`src/rtl/reg_scan_reader_pkg.sv`:
```
// Shared constants, FSM state type and bank-slice helper for the register scan reader.
package cute_pkg;

    localparam int DATA_W    = 9;
    localparam int IDX_W     = 3;
    localparam int BANK_REGS = 8;

    typedef enum logic [1:0] {
        IDLE,
        SEND,
        DONE
    } scan_state_t;

    // Register k of a flattened default-geometry bank.
    function automatic logic [DATA_W-1:0] reg_slice(
        input logic [BANK_REGS*DATA_W-1:0] flat,
        input logic [IDX_W-1:0]            k
    );
        return flat[k*DATA_W +: DATA_W];
    endfunction

endpackage

```
`src/rtl/reg_scan_reader_mux.sv`:
```
// Combinational NUM_REGS:1 selector returning register 'sel' from a flattened bank.
module reg_scan_mux #(
    parameter int NUM_REGS = cute_pkg::BANK_REGS,
    parameter int DATA_W   = cute_pkg::DATA_W,
    parameter int IDX_W    = cute_pkg::IDX_W
) (
    input  logic [NUM_REGS*DATA_W-1:0] bank,
    input  logic [IDX_W-1:0]           sel,
    output logic [DATA_W-1:0]          data
);

    always_comb begin
        data = '0;
        for (int k = 0; k < NUM_REGS; k++) begin
            if (sel == IDX_W'(k)) begin
                data = bank[k*DATA_W +: DATA_W];
            end
        end
    end

endmodule

```
`src/rtl/reg_scan_reader.sv`:
```
// Reads one register or scans the whole bank onto a valid/ready stream.
// Optional REG_SCAN_SNAPSHOT_EN serves every value of a command from a bank image taken at start.
module reg_scan_reader #(
    parameter int NUM_REGS = cute_pkg::BANK_REGS,
    parameter int DATA_W   = cute_pkg::DATA_W,
    parameter int IDX_W    = cute_pkg::IDX_W
) (
    input  logic                       clk,
    input  logic                       reset,
    input  logic                       start,
    input  logic                       single,
    input  logic [IDX_W-1:0]           idx,
    input  logic [NUM_REGS*DATA_W-1:0] regs_flat,
    output logic signed [DATA_W-1:0]   out_data,
    output logic [IDX_W-1:0]           out_idx,
    output logic                       out_valid,
    input  logic                       out_ready,
    output logic                       busy,
    output logic                       done
);

    import cute_pkg::*;

    scan_state_t               state;
    logic [IDX_W-1:0]          cur;
    logic                      single_r;
    logic [IDX_W-1:0]          first_idx;
    logic [IDX_W-1:0]          next_idx;
    logic [IDX_W-1:0]          mux_sel;
    logic                      last;
    logic                      first_ok;
    logic [NUM_REGS*DATA_W-1:0] mux_bank;
    logic [DATA_W-1:0]         mux_data;

    assign first_idx = single ? idx : '0;
    assign first_ok  = !single || (int'(idx) < NUM_REGS);
    assign next_idx  = cur + IDX_W'(1);
    assign last      = single_r || (cur == IDX_W'(NUM_REGS - 1));
    // In IDLE the mux looks at the first index of a new command, otherwise at the next one.
    assign mux_sel   = (state == IDLE) ? first_idx : next_idx;

`ifdef REG_SCAN_SNAPSHOT_EN
    logic [NUM_REGS*DATA_W-1:0] snap;

    always_ff @(posedge clk) begin
        if (reset) begin
            snap <= '0;
        end else if (state == IDLE && start) begin
            snap <= regs_flat;
        end
    end

    // The snapshot is captured on the start edge, so the first value still comes from the live bank.
    assign mux_bank = (state == IDLE) ? regs_flat : snap;
`else
    assign mux_bank = regs_flat;
`endif

    reg_scan_mux #(
        .NUM_REGS (NUM_REGS),
        .DATA_W   (DATA_W),
        .IDX_W    (IDX_W)
    ) u_mux (
        .bank (mux_bank),
        .sel  (mux_sel),
        .data (mux_data)
    );

    always_ff @(posedge clk) begin
        if (reset) begin
            state     <= IDLE;
            cur       <= '0;
            single_r  <= 1'b0;
            out_data  <= '0;
            out_idx   <= '0;
            out_valid <= 1'b0;
            busy      <= 1'b0;
            done      <= 1'b0;
        end else begin
            done <= 1'b0;
            case (state)
                IDLE: begin
                    if (start) begin
                        single_r <= single;
                        cur      <= first_idx;
                        busy     <= 1'b1;
                        if (first_ok) begin
                            out_data  <= mux_data;
                            out_idx   <= first_idx;
                            out_valid <= 1'b1;
                            state     <= SEND;
                        end else begin
                            done  <= 1'b1;
                            state <= DONE;
                        end
                    end
                end
                SEND: begin
                    if (out_ready) begin
                        if (last) begin
                            out_valid <= 1'b0;
                            done      <= 1'b1;
                            state     <= DONE;
                        end else begin
                            cur      <= next_idx;
                            out_data <= mux_data;
                            out_idx  <= next_idx;
                        end
                    end
                end
                DONE: begin
                    busy  <= 1'b0;
                    state <= IDLE;
                end
                default: begin
                    out_valid <= 1'b0;
                    busy      <= 1'b0;
                    state     <= IDLE;
                end
            endcase
        end
    end

endmodule
```
`config.mk`:
```
export PLATFORM = sky130hd
export DESIGN_NAME = reg_scan_reader
export DESIGN_NICKNAME = d
export VERILOG_FILES = /design/src/rtl/reg_scan_reader_pkg.sv /design/src/rtl/reg_scan_reader_mux.sv /design/src/rtl/reg_scan_reader.sv
export SDC_FILE = /design/constraint.sdc
export NUM_CORES = 1
export LEC_CHECK = 0
export BUFFER_PORTS_ARGS = -buffer_cell sky130_fd_sc_hd__buf_2
export CORE_MARGIN = 5
export CORE_UTILIZATION = 46
export DETAILED_ROUTE_END_ITERATION = 8
export GPL_ROUTABILITY_DRIVEN = 0
export PLACE_DENSITY = 0.86
export SYNTH_ARGS = -nofsm -noshare
export SYNTH_HDL_FRONTEND = slang
export SYNTH_SLANG_ARGS = --single-unit
```
`constraint.sdc`:
```
create_clock -name clk -period 6.43 [get_ports clk]
set_input_delay 1.286 -clock clk [delete_from_list [all_inputs] [get_ports clk]]
set_output_delay 1.286 -clock clk [all_outputs]
set_load 0.01 [all_outputs]
```
==> flow_results.org, run 1 <==
** Floorplanning
- Core region area :: 3080 sq um
- Die Area :: 4500 sq um
- The die is 67.1 um tall.
- I/O pin count :: 95
- Std-Cell Rows :: 20
- Starting density of the core :: 48.7%
- The die is 67.1 um wide.

** Final layout
- Design area :: 1970 sq um
- The repair_antennas step left the layout with diodes totalling 0.
- Share of final-layout standard cells stronger than drive strength 1 :: 43.6%
- Layout overhead on the synthesized area :: 31.7%
- Leaving out filler cells and counting taps, the final layout contains 308.
- Net count, final :: 347
- The library cells used most frequently in the layout, excluding fill and tap cells, are sky130_fd_sc_hd__buf_2, sky130_fd_sc_hd__dfxtp_1, sky130_fd_sc_hd__a31oi_1, sky130_fd_sc_hd__nand2_1, sky130_fd_sc_hd__nor2_1.
- Leaving out fill and tap cells, the most frequent cell in the layout is sky130_fd_sc_hd__buf_2.

** GRT
- Largest net degree at the start of global routing :: 20
- Via count of the first global-routing pass :: 1692
- Global-route congestion overflow total :: 0
- The initial antenna violation count is 0.
- The first global-routing pass estimated 7580 um of wire.
- Global Route Usage Sum :: 21.8%

** Detailed routing
- Total number of vias :: 1867
- Antenna-violating nets left :: 0
- Drt first pass iters :: 4
- Drt initial violations :: 130
- WL/cell :: 16.5 um
- After detailed routing, the number of remaining DRC violations is 0.
- After detailed routing, the number of vias per cell comes to 6.06.
- Routed WL :: 5070 um

** Synthesis
- Synthesis produced 180 cells.
- After Yosys synthesis, and, or, nand and nor cells account for 24.9% of the synthesized area.
- Compound-Gate Fraction of Synth Area :: 37.9%
- Leading post-synthesis cells by cell area :: sky130_fd_sc_hd__dfxtp_1, sky130_fd_sc_hd__a31oi_1, sky130_fd_sc_hd__mux2_2
- Syn nets :: 262
- Post-Synthesis Mean Instance Area :: 8.32 sq um
- During synthesis, Yosys emitted a total of 0 warnings.
- Number of library cell types mapped by synthesis :: 49
- The cell area that synthesis handed to floorplanning was 1500 sq um.
- Dominant combinational cell family by area after synthesis :: compound AO/OA/AOI/OAI gates
- In the synthesized netlist the async set-or-reset flop fraction comes to 0%.
- EDFF count, synth :: 0
- Adder-cell share of the synthesized area :: 1.67%
- Among all flip-flop cells after synthesis, the most frequent one is sky130_fd_sc_hd__dfxtp_1.
- Leading area contributor after synthesis :: sky130_fd_sc_hd__dfxtp_1
- Multiplexer area fraction after synthesis :: 4.43%
- The synthesized design contains 18 register bits.
- For this run, the register share of the synthesized area comes to 24.1%.
- Area share of the largest cell type after synthesis :: 24.1%
- Of the total synthesized cell area, the portion taken by XOR and XNOR cells is 0%.

** Clock tree
- Clock latency on the worst-skew pair :: 0.30 ns
- Number of buffers on the longest clock path :: 2
- Sink count of the clock tree :: 18
- Buffers inserted to repair hold after CTS numbered 0.
- Post-CTS timing repair inserted 0 buffers for setup.
- The number of gates resized after CTS was 0.
- After clock tree synthesis, the clock-pin slew on the worst setup and hold paths is 0.12 ns.
- TritonCTS built the clock tree.
- Counting the buffers created by CTS gives 3.
- CTS built an H-tree with a depth of 1.
- Clk Tree Root Cell :: sky130_fd_sc_hd__clkbuf_4

** Flow run
- Number of max-cap violations :: 0

** Place
- Hpwl dp :: 3870 um
- I/O Buffers :: 94
- Total placed cells including tap cells :: 304
- Post-detailed-placement cell area :: 1940 sq um

** STA
- The routed design could run at a clock period as short as 3.06 ns.
- Clock skew on the completed layout was measured at 0.00592 ns.
- Number of pins with negative max-slew slack in the final report :: 0
- Worst-margin pin slew :: 1.03 ns
- After layout, the worst path uses 47.5% of the clock period.
- The worst pin sits at a relative slew slack of 31.1%.
- Setup repair after global routing missed its margin :: false
- Final Hold Violating Endpoints :: 0
- Post-Route Hold Slack :: 0.490 ns
- Setup violations remaining at the end of the flow were counted as 0.
- FMAX :: 0.327 GHz
- Adding up every negative setup slack in the final design gives 0 ns.

** Pwr
- Per report_power, the sequential group accounts for 36.6% of the total.
- Clock power share :: 20.5%
- Pwr per Cell Area :: 186 nW/um^2
- After layout, the design draws a total of 0.367 mW.
- VDD sags by at most 0.0000715 V.
- Part of the power in combinational logic :: 42.9%
- Net Sw Power :: 0.136 mW
- Of the total power, the share spent switching nets is 37.0%.
- Cell-internal power :: 0.231 mW
- Summed over all cells, the static leakage comes to 0.897 nW.

** Worst hold path
- Hold crit path type :: reg -> reg

** Critical path
- For the worst setup path, the data required time is 6.66 ns.
- Critical path startpoint category :: primary input
- Arrival time worst endpoint :: 3.29 ns
- In this run the worst path has a maximum fanout of 14.
- The worst setup path is of the in -> reg kind.
- The worst setup path is captured at a register.

** Status
- The run finished with clean final reports.
[layer usage]
metal / vias to the layer above / GRT usage, % / wire, um
li1: 903 / - / -
met1: 860 / 26.5 / 1980
met2: 96 / 38.0 / 2570
met3: 8 / 4.55 / 471
met4: 0 / 6.33 / 54
met5: - / 0 / 0
[per-stage QoR]
stage | worst slack, ns | util [%]
floorplan | 3.71 | -
global placement | 3.20 | 62.9
detailed placement | 3.10 | 62.9
CTS | 3.43 | 64.1
global route | 3.19 | 64.1
finish | 3.37 | 64.1
[worst max-delay path, stage by stage]
cell and delay (ns):
sky130_fd_sc_hd__buf_2 0.19, sky130_fd_sc_hd__nand4bb_1 0.46, sky130_fd_sc_hd__nand2_1 0.59, sky130_fd_sc_hd__a2111oi_0 0.21, sky130_fd_sc_hd__a311o_1 0.36, sky130_fd_sc_hd__a211oi_1 0.18
[logic make-up after synthesis]
family,after synthesis
adder cells (fa/ha/maj),2
flip-flops,18
AND/OR/NAND/NOR,62
multiplexers,6
buffers and inverters,18
AO/OA/AOI/OAI,74
[cells in the mapped netlist (3+ instances only)]
master and count:
sky130_fd_sc_hd__dfxtp_1 18, sky130_fd_sc_hd__a31oi_1 13, sky130_fd_sc_hd__nand2_1 13, sky130_fd_sc_hd__nor2_1 10, sky130_fd_sc_hd__nand3_1 9, sky130_fd_sc_hd__a21oi_1 8
sky130_fd_sc_hd__and3_1 7, sky130_fd_sc_hd__nor3_1 7, sky130_fd_sc_hd__a2111oi_0 6, sky130_fd_sc_hd__a22oi_1 6, sky130_fd_sc_hd__buf_2 6, sky130_fd_sc_hd__a221oi_1 5
sky130_fd_sc_hd__mux2_2 5, sky130_fd_sc_hd__o21ai_0 5, sky130_fd_sc_hd__o32ai_1 5, sky130_fd_sc_hd__or4_1 5, sky130_fd_sc_hd__a211oi_1 4, sky130_fd_sc_hd__a311o_1 4
sky130_fd_sc_hd__buf_4 4, sky130_fd_sc_hd__a21o_1 3, sky130_fd_sc_hd__inv_1 3
[power by group through the flow]
stage | Combinational [mW] | Sequential, mW | Clock [mW]
after floorplan | 0.103 | 0.139 | 0
after global placement | 0.155 | 0.136 | 0
after detailed placement | 0.156 | 0.137 | 0
after CTS | 0.157 | 0.134 | 0.0753
after global routing | 0.171 | 0.136 | 0.0815
final | 0.158 | 0.134 | 0.0753
[cell type report]
cell class | instances | area (sq um)
clock buffers | 4 | 36.3
fillers | 284 | 1100
inverters | 3 | 11.3
multi-input cells | 144 | 1030
flip-flops and latches | 18 | 360
well taps | 44 | 55.1
repair buffers | 95 | 478
[state kept, by name (all words and copies together), names as in the netlist]
register and count:
out_data 9, cur 3, state 2, busy 1
done 1, out_valid 1, single_r 1
[path summary, 6_finish.rpt]
path	startpoint	end	slack [ns]	cells after the start
max	single	out_data[3]$_SDFFE_PP0P_	3.37	6
min	out_data[1]$_SDFFE_PP0P_	out_data[1]$_SDFFE_PP0P_	0.49	2
max reg2reg	cur[0]$_SDFFE_PP0P_	out_data[6]$_SDFFE_PP0P_	3.78	7
min reg2reg	out_data[1]$_SDFFE_PP0P_	out_data[1]$_SDFFE_PP0P_	0.49	2
Note: power is estimated with default switching activity, not from simulation.
==> inputs of run 2 (changes only) <==
--- a/config.mk
+++ b/config.mk
@@ -5,12 +5,13 @@
 export SDC_FILE = /design/constraint.sdc
 export NUM_CORES = 1
 export LEC_CHECK = 0
+export ABC_AREA = 1
 export BUFFER_PORTS_ARGS = -buffer_cell sky130_fd_sc_hd__buf_2
 export CORE_MARGIN = 5
-export CORE_UTILIZATION = 46
+export CORE_UTILIZATION = 39
 export DETAILED_ROUTE_END_ITERATION = 8
 export GPL_ROUTABILITY_DRIVEN = 0
-export PLACE_DENSITY = 0.86
+export PLACE_DENSITY = 0.77
 export SYNTH_ARGS = -nofsm -noshare
 export SYNTH_HDL_FRONTEND = slang
 export SYNTH_SLANG_ARGS = --single-unit
==> constraint.sdc (replaced) <==
create_clock -name clk -period 2.6 [get_ports clk]
set_input_delay 0.52 -clock clk [delete_from_list [all_inputs] [get_ports clk]]
set_output_delay 0.52 -clock clk [all_outputs]
set_load 0.01 [all_outputs]
==> run 2 against run 1 <==
  * Routed wire length increased by 0.65%
  * Combinational power increased to 3.4 times the previous value
  * Setup slack lost 2.9 ns
  * Clock power rose to 3.0 times the previous value
  * Die area grew 17%
  * Non-clock buffer count grew 1
  * Hold slack got worse by 0.025 ns
  * Utilization down 8.6 points
  * Global-route usage fell by 2.8 points
  * Flip-flop and latch count is the same
  * Sequential power rose to 2.6 times the previous value
  * Critical path type is now reg -> reg
==> flow_results.org, run 2 <==
** Critical path
- Critical path launch point :: cur[0]$_SDFFE_PP0P_
- The critical path is of the reg -> reg type.
- The worst register-to-register path ends at out_data[3]$_SDFFE_PP0P_.
- In this run the worst path has a maximum fanout of 14.
- Number of cells traversed by the worst register-to-register path :: 9
- The setup check on the worst reg-to-reg path leaves a slack of 0.48 ns.
- Arrival time worst endpoint :: 2.26 ns
- Crit end category :: register
- Critical register-to-register path startpoint :: cur[0]$_SDFFE_PP0P_
- The worst setup path is launched from a register.
- Data on the critical path is required at its endpoint by 2.74 ns.
- Following the worst setup path forward leads to its endpoint at out_data[3]$_SDFFE_PP0P_.

** Synthesis
- Simple logic cell fraction of the synthesized area :: 51.7%
- Sequential element share of the synthesized area :: 23.7%
- By area, the combinational part of the netlist is dominated by simple AND/OR/NAND/NOR gates.
- Counting instances in the post-synthesis netlist gives the leading cell types as sky130_fd_sc_hd__nand2_1, sky130_fd_sc_hd__nor2_1, sky130_fd_sc_hd__nand4_1.
- The number of nets handed over by synthesis was 321.
- Total standard cell area after synthesis :: 1520 sq um
- Number of warnings issued by yosys :: 0
- The biggest area contributor in the post-synthesis netlist is sky130_fd_sc_hd__dfxtp_1.
- Most repeated cell in the gate-level netlist after synthesis :: sky130_fd_sc_hd__nand2_1
- After Yosys synthesis, full adders, half adders and majority gates account for 1.65% of the synthesized area.
- The number of different library cells used by synthesis comes to 28.
- The synthesized design devotes to its leading area cell type 23.7% of total area.
- Gate count of the mapped netlist :: 239
- Measured against the total synthesized area, the mux share comes to 0%.
- Xor/xnor cell area share of the yosys netlist :: 0%
- Compound-Gate Fraction of Synth Area :: 14.0%
- Dividing the synthesized area by the synthesized cell count gives 6.36 sq um.
- Among all flip-flop cells after synthesis, the most frequent one is sky130_fd_sc_hd__dfxtp_1.
- Leading post-synthesis cells by cell area :: sky130_fd_sc_hd__dfxtp_1, sky130_fd_sc_hd__nand2_1, sky130_fd_sc_hd__nand4_1
- Share of synthesized flip-flops with an asynchronous set or reset :: 0%
- Number of synthesized register bits :: 18
- Counting flops with a built-in enable in the synthesized netlist gives 0.

** Worst hold path
- The worst hold path belongs to the class reg -> reg.

** GRT
- Entering global routing, the biggest net connects 15 pins.
- Antenna violations before repair :: 0
- In the global route stage, overall resource usage came out at 19.0%.
- The via count of the first global-routing pass is 1772.
- The first global-routing pass estimated 8080 um of wire.
- Global-route congestion overflow total :: 0

** Detailed routing
- Antenna-violating nets left :: 0
- Drt initial violations :: 128
- Before antenna repair, the detailed router went through 4 iterations.
- DRC viols :: 0
- Dividing the detail-routed wire length by the instance count gives 13.4 um.
- Dividing the detail-routed via count by the number of cells gives 5.10.
- Total number of vias :: 1937
- The routed design has 5100 um of wire.

** Floorplanning
- Vertical die dimension :: 72.4 um
- For this configuration, the core starts out at a cell density of 40.9%.
- Std-Cell Rows :: 22
- The die covers 5240 sq um.
- Core region area :: 3720 sq um
- 95 I/O pins were placed.
- Measured along the x axis, the die boundary spans 72.4 um.

** Final layout
- Leaving out fill and tap cells, the most frequent cell in the layout is sky130_fd_sc_hd__buf_2.
- The register with the most flip-flops in the layout has 9 of them.
- The sequential cells in the finished layout cover a total of 360 sq um.
- Summing all multi-input logic gate instances after layout gives 1020 sq um.
- N_diodes :: 0
- The area growth from synthesis to layout is 35.7%.
- Share of final-layout standard cells stronger than drive strength 1 :: 39.2%
- Top register by number of flip-flops :: out_data
- Net count, final :: 415
- The largest registers in the layout are out_data: 9 flops, cur: 3 flops, state: 2 flops.
- Filler Cell Count :: 405
- Leaving out fill and tap cells, the most frequent cells in the layout are sky130_fd_sc_hd__buf_2, sky130_fd_sc_hd__nand2_1, sky130_fd_sc_hd__nor2_1.

** Pwr
- Across the VDD grid, the largest voltage drop is 0.000416 V.
- Dividing total power by cell area gives a power density of 535 nW/um^2.
- In this run the static leakage power is 1.06 nW.

** Place
- Summed over all nets, the half-perimeter wirelength after detailed placement is 4160 um.
- OpenSTA, run right after detailed placement, puts the worst setup slack at 0.531 ns.
- In this run the tool buffered the top-level ports with 94 buffer cells.

** Clock tree
- The clock reaches the later pin of the worst-skew pair after 0.25 ns.
- Max H-tree Level :: 1
- Number of hold-repair buffers added at the cts stage :: 0
- Clock edge transition at the registers on the reported setup and hold paths :: 0.07 ns
- Clk Tree Root Cell :: sky130_fd_sc_hd__clkbuf_8
- Number of buffers on the longest clock path :: 2
- Post-CTS repair timing setup buffer count :: 0
- Sink count of the clock tree :: 18
- Number of gates resized after cts :: 0
- TritonCTS clock tree :: done
- Clock tree synthesis inserted a total of 3 buffers.

** STA
- For the pin with the worst max-slew slack, the measured transition is 0.452 ns.
- Final Worst Setup Slack :: 0.482 ns
- Final setup skew :: 0.00228 ns
- Share of the clock period used by the worst path :: 81.5%
- Setup repair after global routing missed its margin :: false
- Timing would allow up to 0.472 GHz.
- Setup violations remaining at the end of the flow were counted as 0.
- The worst pin sits at a relative slew slack of 69.7%.
- The final hold violation count came to 0.
- The max-slew violation total from the final report came to 0.
- Total negative slack :: 0 ns
- Fin crit period :: 2.12 ns

** Status
- The run finished with clean final reports.

** Flow run
- The tool flagged a number of max-cap violations equal to 0.
-- run 2: cell count changes in the layout (fill, tap and decap cells not counted), sizes merged, moves of 6 or more --
cell	change
nand4	+23
o32ai	-6
a22oi	-6
o21ai	+7
inv	+17
nand2	+60
a2111oi	-6
a31oi	-10
a21oi	+9
nor2	+28
and3	-7
-- run 2: final cells by class --
| class | instances | share of cell area, % |
|---|---|---|
| clock buffer | 4 | 2.67 |
| multi-input combinational | 194 | 49.6 |
| tap | 48 | 2.91 |
| inverter | 20 | 3.76 |
| timing repair buffer | 96 | 23.5 |
| sequential | 18 | 17.5 |
-- run 2: logic make-up (layout without fill, tap and decap cells) --
family / count (synthesis) / count (layout)
adder cells (fa/ha/maj): 2 / 2
AND/OR/NAND/NOR: 157 / 157
buffers and inverters: 27 / 120
AO/OA/AOI/OAI: 35 / 35
flip-flops: 18 / 18
-- run 2: through the flow --
step / instance area, sq um / total power [mW] / instances / utilization [%] / hold WS [ns]
3_3_place_gp: 2010 / 0.873 / 376 / 54.0 / 0.452
3_5_place_dp: 2010 / 0.879 / 376 / 54.0 / 0.456
6_report: 2060 / 1.10 / 380 / 55.5 / 0.465
4_1_cts: 2060 / 1.11 / 380 / 55.5 / 0.467
2_1_floorplan: 1520 / 0.721 / 239 / - / 0.477
5_1_grt: 2060 / 1.20 / 380 / 55.5 / 0.487
-- run 2: worst min-delay path by stage --
stage	slack, ns	endpoint	cells past startpoint	from
after global placement	0.45	out_data[2]$_SDFFE_PP0P_	2	out_data[2]$_SDFFE_PP0P_
after floorplan	0.48	single_r$_SDFFE_PP0P_	2	single_r$_SDFFE_PP0P_
after CTS	0.47	busy$_SDFFE_PP0P_	2	busy$_SDFFE_PP0P_
final	0.47	busy$_SDFFE_PP0P_	2	busy$_SDFFE_PP0P_
after global routing	0.49	busy$_SDFFE_PP0P_	2	busy$_SDFFE_PP0P_
after detailed placement	0.46	busy$_SDFFE_PP0P_	2	busy$_SDFFE_PP0P_
-- run 2: layer usage --
layer  wire (um)  track usage, %  up-vias
met5           0               0        -
met4          76            6.15        0
met3         389            2.08        6
met2        2320            29.3       76
met1        2320            27.4      862
li1            -               -      993
-- run 2: worst max-delay path, cell delays in order (launching register included) --
cell and delay, ns:
sky130_fd_sc_hd__dfxtp_1 0.34, sky130_fd_sc_hd__ha_1 0.21, sky130_fd_sc_hd__ha_1 0.33, sky130_fd_sc_hd__o21ai_4 0.41
sky130_fd_sc_hd__buf_4 0.26, sky130_fd_sc_hd__nor2_2 0.11, sky130_fd_sc_hd__nand2_1 0.07, sky130_fd_sc_hd__nand4_1 0.10
sky130_fd_sc_hd__nor2_1 0.13, sky130_fd_sc_hd__nor2_1 0.05
-- run 2: report_power, final --
part	total (mW)	internal, mW	leakage [nW]	switching (mW)
sequential	0.342	0.316	0.149	0.0260
combinational	0.536	0.202	0.878	0.335
clock	0.224	0.134	0.0288	0.0892
==> inputs of run 3 (changes only) <==
--- a/config.mk
+++ b/config.mk
@@ -8,10 +8,10 @@
 export ABC_AREA = 1
 export BUFFER_PORTS_ARGS = -buffer_cell sky130_fd_sc_hd__buf_2
 export CORE_MARGIN = 5
-export CORE_UTILIZATION = 39
+export CORE_UTILIZATION = 43
 export DETAILED_ROUTE_END_ITERATION = 8
 export GPL_ROUTABILITY_DRIVEN = 0
-export PLACE_DENSITY = 0.77
+export PLACE_DENSITY = 0.81
 export SYNTH_ARGS = -nofsm -noshare
 export SYNTH_HDL_FRONTEND = slang
 export SYNTH_SLANG_ARGS = --single-unit
==> constraint.sdc (replaced) <==
create_clock -name clk -period 2 [get_ports clk]
set_input_delay 0.4 -clock clk [delete_from_list [all_inputs] [get_ports clk]]
set_output_delay 0.4 -clock clk [all_outputs]
set_load 0.01 [all_outputs]
==> run 3 against run 2 <==
  * Combinational power up 51%
  * Sequential share of layout area down 1.0 points
  * Cell area up 7.2%
  * Via count up 5.1%
  * Fmax up 9.1%
  * Critical path type unchanged
  * Largest power group unchanged
  * Highest routed layer unchanged
==> flow_results.org, run 3 (synthesized netlist as in run 2, its figures left out) <==
** Status
- The run finished with clean final reports.

** Critical path
- Required time worst endpoint :: 2.19 ns
- Of all nets on the critical path, the largest fanout is 10.
- Crit end category :: register
- The critical path in this run is classified as reg -> reg.
- STA classifies the critical path startpoint as a register.
- Data on the critical path arrives at its endpoint at 2.13 ns.

** GRT
- Via count of the first global-routing pass :: 1960
- Antenna violations before repair :: 0
- Entering global routing, the biggest net connects 21 pins.
- For this run the aggregate overflow at the end of global routing stands at 0.
- Global Route Usage Sum :: 21.1%
- The first global-routing pass estimated 8670 um of wire.

** STA
- Normalized max-slew margin :: 74.2%
- Setup repair after global routing missed its margin :: true
- FMAX :: 0.515 GHz
- Number of pins with negative max-slew slack in the final report :: 0
- Of the available clock period, the critical path in the final layout requires 97.1%.
- Worst-margin pin slew :: 0.386 ns
- Final number of setup-violating endpoints :: 0
- Final Hold Violating Endpoints :: 0
- Clock skew on the completed layout was measured at 0.00858 ns.
- Fin crit period :: 1.94 ns

** Detailed routing
- Drt initial violations :: 140
- Average via count per standard cell :: 5.23
- The final layout contains routed wiring with a total length of 5370 um.
- The detail route stage leaves a number of antenna-violating nets equal to 0.
- DRC viols :: 0
- Total number of vias :: 2036
- The pre-antenna-repair detailed-routing pass consisted of 4 iterations.
- Dividing the detail-routed wire length by the instance count gives 13.8 um.

** Pwr
- Net switching is 41.3% of the power.
- Cell-internal power :: 0.863 mW
- Sequential share of power :: 30.3%
- The analysis attributes to cell leakage a power of 1.13 nW.
- Of the total power, the clock network draws 14.9%.
- Pwr per Cell Area :: 665 nW/um^2
- Combinational logic is responsible for 54.8% of the overall power.
- In this run the power spent charging and discharging nets is 0.608 mW.
- Maximum ir drop on the vdd rail :: 0.000384 V

** Clock tree
- Number of CTS-inserted buffers :: 3
- Number of hold-repair buffers added at the cts stage :: 0
- Clock edge transition at the registers on the reported setup and hold paths :: 0.10 ns
- Clk Tree Root Cell :: sky130_fd_sc_hd__clkbuf_4
- TritonCTS built the clock tree.
- At the later pin of the worst-skew pair, clock insertion delay measures 0.29 ns.
- Max H-tree Level :: 1
- The tree built by TritonCTS fans out to 18 sinks.
- Number of buffers on the longest clock path :: 2

** Floorplanning
- Vertical die dimension :: 69.4 um
- The die is 69.4 um wide.
- The floorplan step defined a die boundary enclosing 4820 sq um.
- Std-Cell Rows :: 21
- The core region is 3390 sq um.
- For this design the top-level I/O count stands at 95.
- For this configuration, the core starts out at a cell density of 44.8%.

** Final layout
- 0 antenna diodes ended up in the layout.
- The library cell used most frequently in the layout, excluding fill and tap cells, is sky130_fd_sc_hd__buf_2.
- Design area :: 2210 sq um
- The net count of the finished layout is 426.
- Largest registers :: out_data: 9 flops, cur: 3 flops, state: 2 flops
- Max FFs per register :: 9
- The post-route netlist has 43.4% of its cells at a drive strength greater than 1.
- Layout overhead on the synthesized area :: 45.6%
- In the layout the commonest cells are sky130_fd_sc_hd__buf_2, sky130_fd_sc_hd__nand2_1, sky130_fd_sc_hd__nor2_1.
- out_data holds more flip-flops than any other register.
- Number of cells in the finished layout apart from fillers :: 389

** Flow run
- Number of max-cap violations :: 0

** Place
- In this run the cell area measured after placement is 2030 sq um.
- I/O Buffers :: 94
- Detailed placement ended at an HPWL of 4130 um.
- Total placed cells including tap cells :: 376

** Worst hold path
- The worst hold path belongs to the class in -> reg.
-- run 3: final timing paths --
check,endpoint,startpoint,slack [ns],cells past startpoint
max,out_data[0]$_SDFFE_PP0P_,cur[0]$_SDFFE_PP0P_,0.06,11
min,single_r$_SDFFE_PP0P_,single,0.40,3
min reg2reg,busy$_SDFFE_PP0P_,busy$_SDFFE_PP0P_,0.47,2
max reg2reg,out_data[0]$_SDFFE_PP0P_,cur[0]$_SDFFE_PP0P_,0.06,11
-- run 3: what timing repair did --
item | in CTS | in global routing
resized for setup | 0 | 10
endpoints found under the setup margin | 0 | 10
setup buffers | 0 | 7
-- run 3: layout make-up --
class                   instances  area (sq um)
well taps                      46          57.6
fillers                       314          1180
repair buffers                107           623
flip-flops and latches         18           364
multi-input cells             194          1050
clock buffers                   4          36.3
inverters                      20          77.6
-- run 3: critical path, cell delays in order, from the launching register on --
cell and delay [ns]:
sky130_fd_sc_hd__dfxtp_2 0.33, sky130_fd_sc_hd__ha_2 0.19, sky130_fd_sc_hd__ha_4 0.28, sky130_fd_sc_hd__o21ai_4 0.08, sky130_fd_sc_hd__buf_6 0.14, sky130_fd_sc_hd__clkbuf_16 0.15, sky130_fd_sc_hd__nand4_1 0.07, sky130_fd_sc_hd__nand3_1 0.09
sky130_fd_sc_hd__a21oi_1 0.23, sky130_fd_sc_hd__nand4_1 0.12, sky130_fd_sc_hd__nor2_1 0.10, sky130_fd_sc_hd__nor2_1 0.04
-- run 3: per-layer routing --
layer	up-vias	track usage [%]	share of wire, %
met3	6	3.48	9.0
met1	919	28.6	43
met4	0	7.59	1.3
met5	-	0	0
li1	1017	-	-
met2	94	33.6	47
-- run 3: power by group through the flow --
stage                     Clock (mW)  Combinational (mW)  Sequential (mW)
after floorplan                    0               0.468            0.470
after global placement             0               0.699            0.449
after detailed placement           0               0.713            0.448
after CTS                      0.226               0.715            0.442
after global routing           0.244               0.896            0.452
final                          0.219               0.807            0.445
-- run 3: per-stage QoR --
stage          setup WS, ns  power, mW  hold WS (ns)  util [%]  TNS, ns
3_5_place_dp         0.0521       1.16         0.457      59.9        0
4_1_cts              0.0446       1.38         0.392      61.0        0
6_report             0.0585       1.47         0.400      65.2        0
2_1_floorplan         0.190      0.938         0.477         -        0
3_3_place_gp          0.136       1.15         0.453      59.9        0
5_1_grt             -0.0246       1.59         0.413      65.2  -0.0579
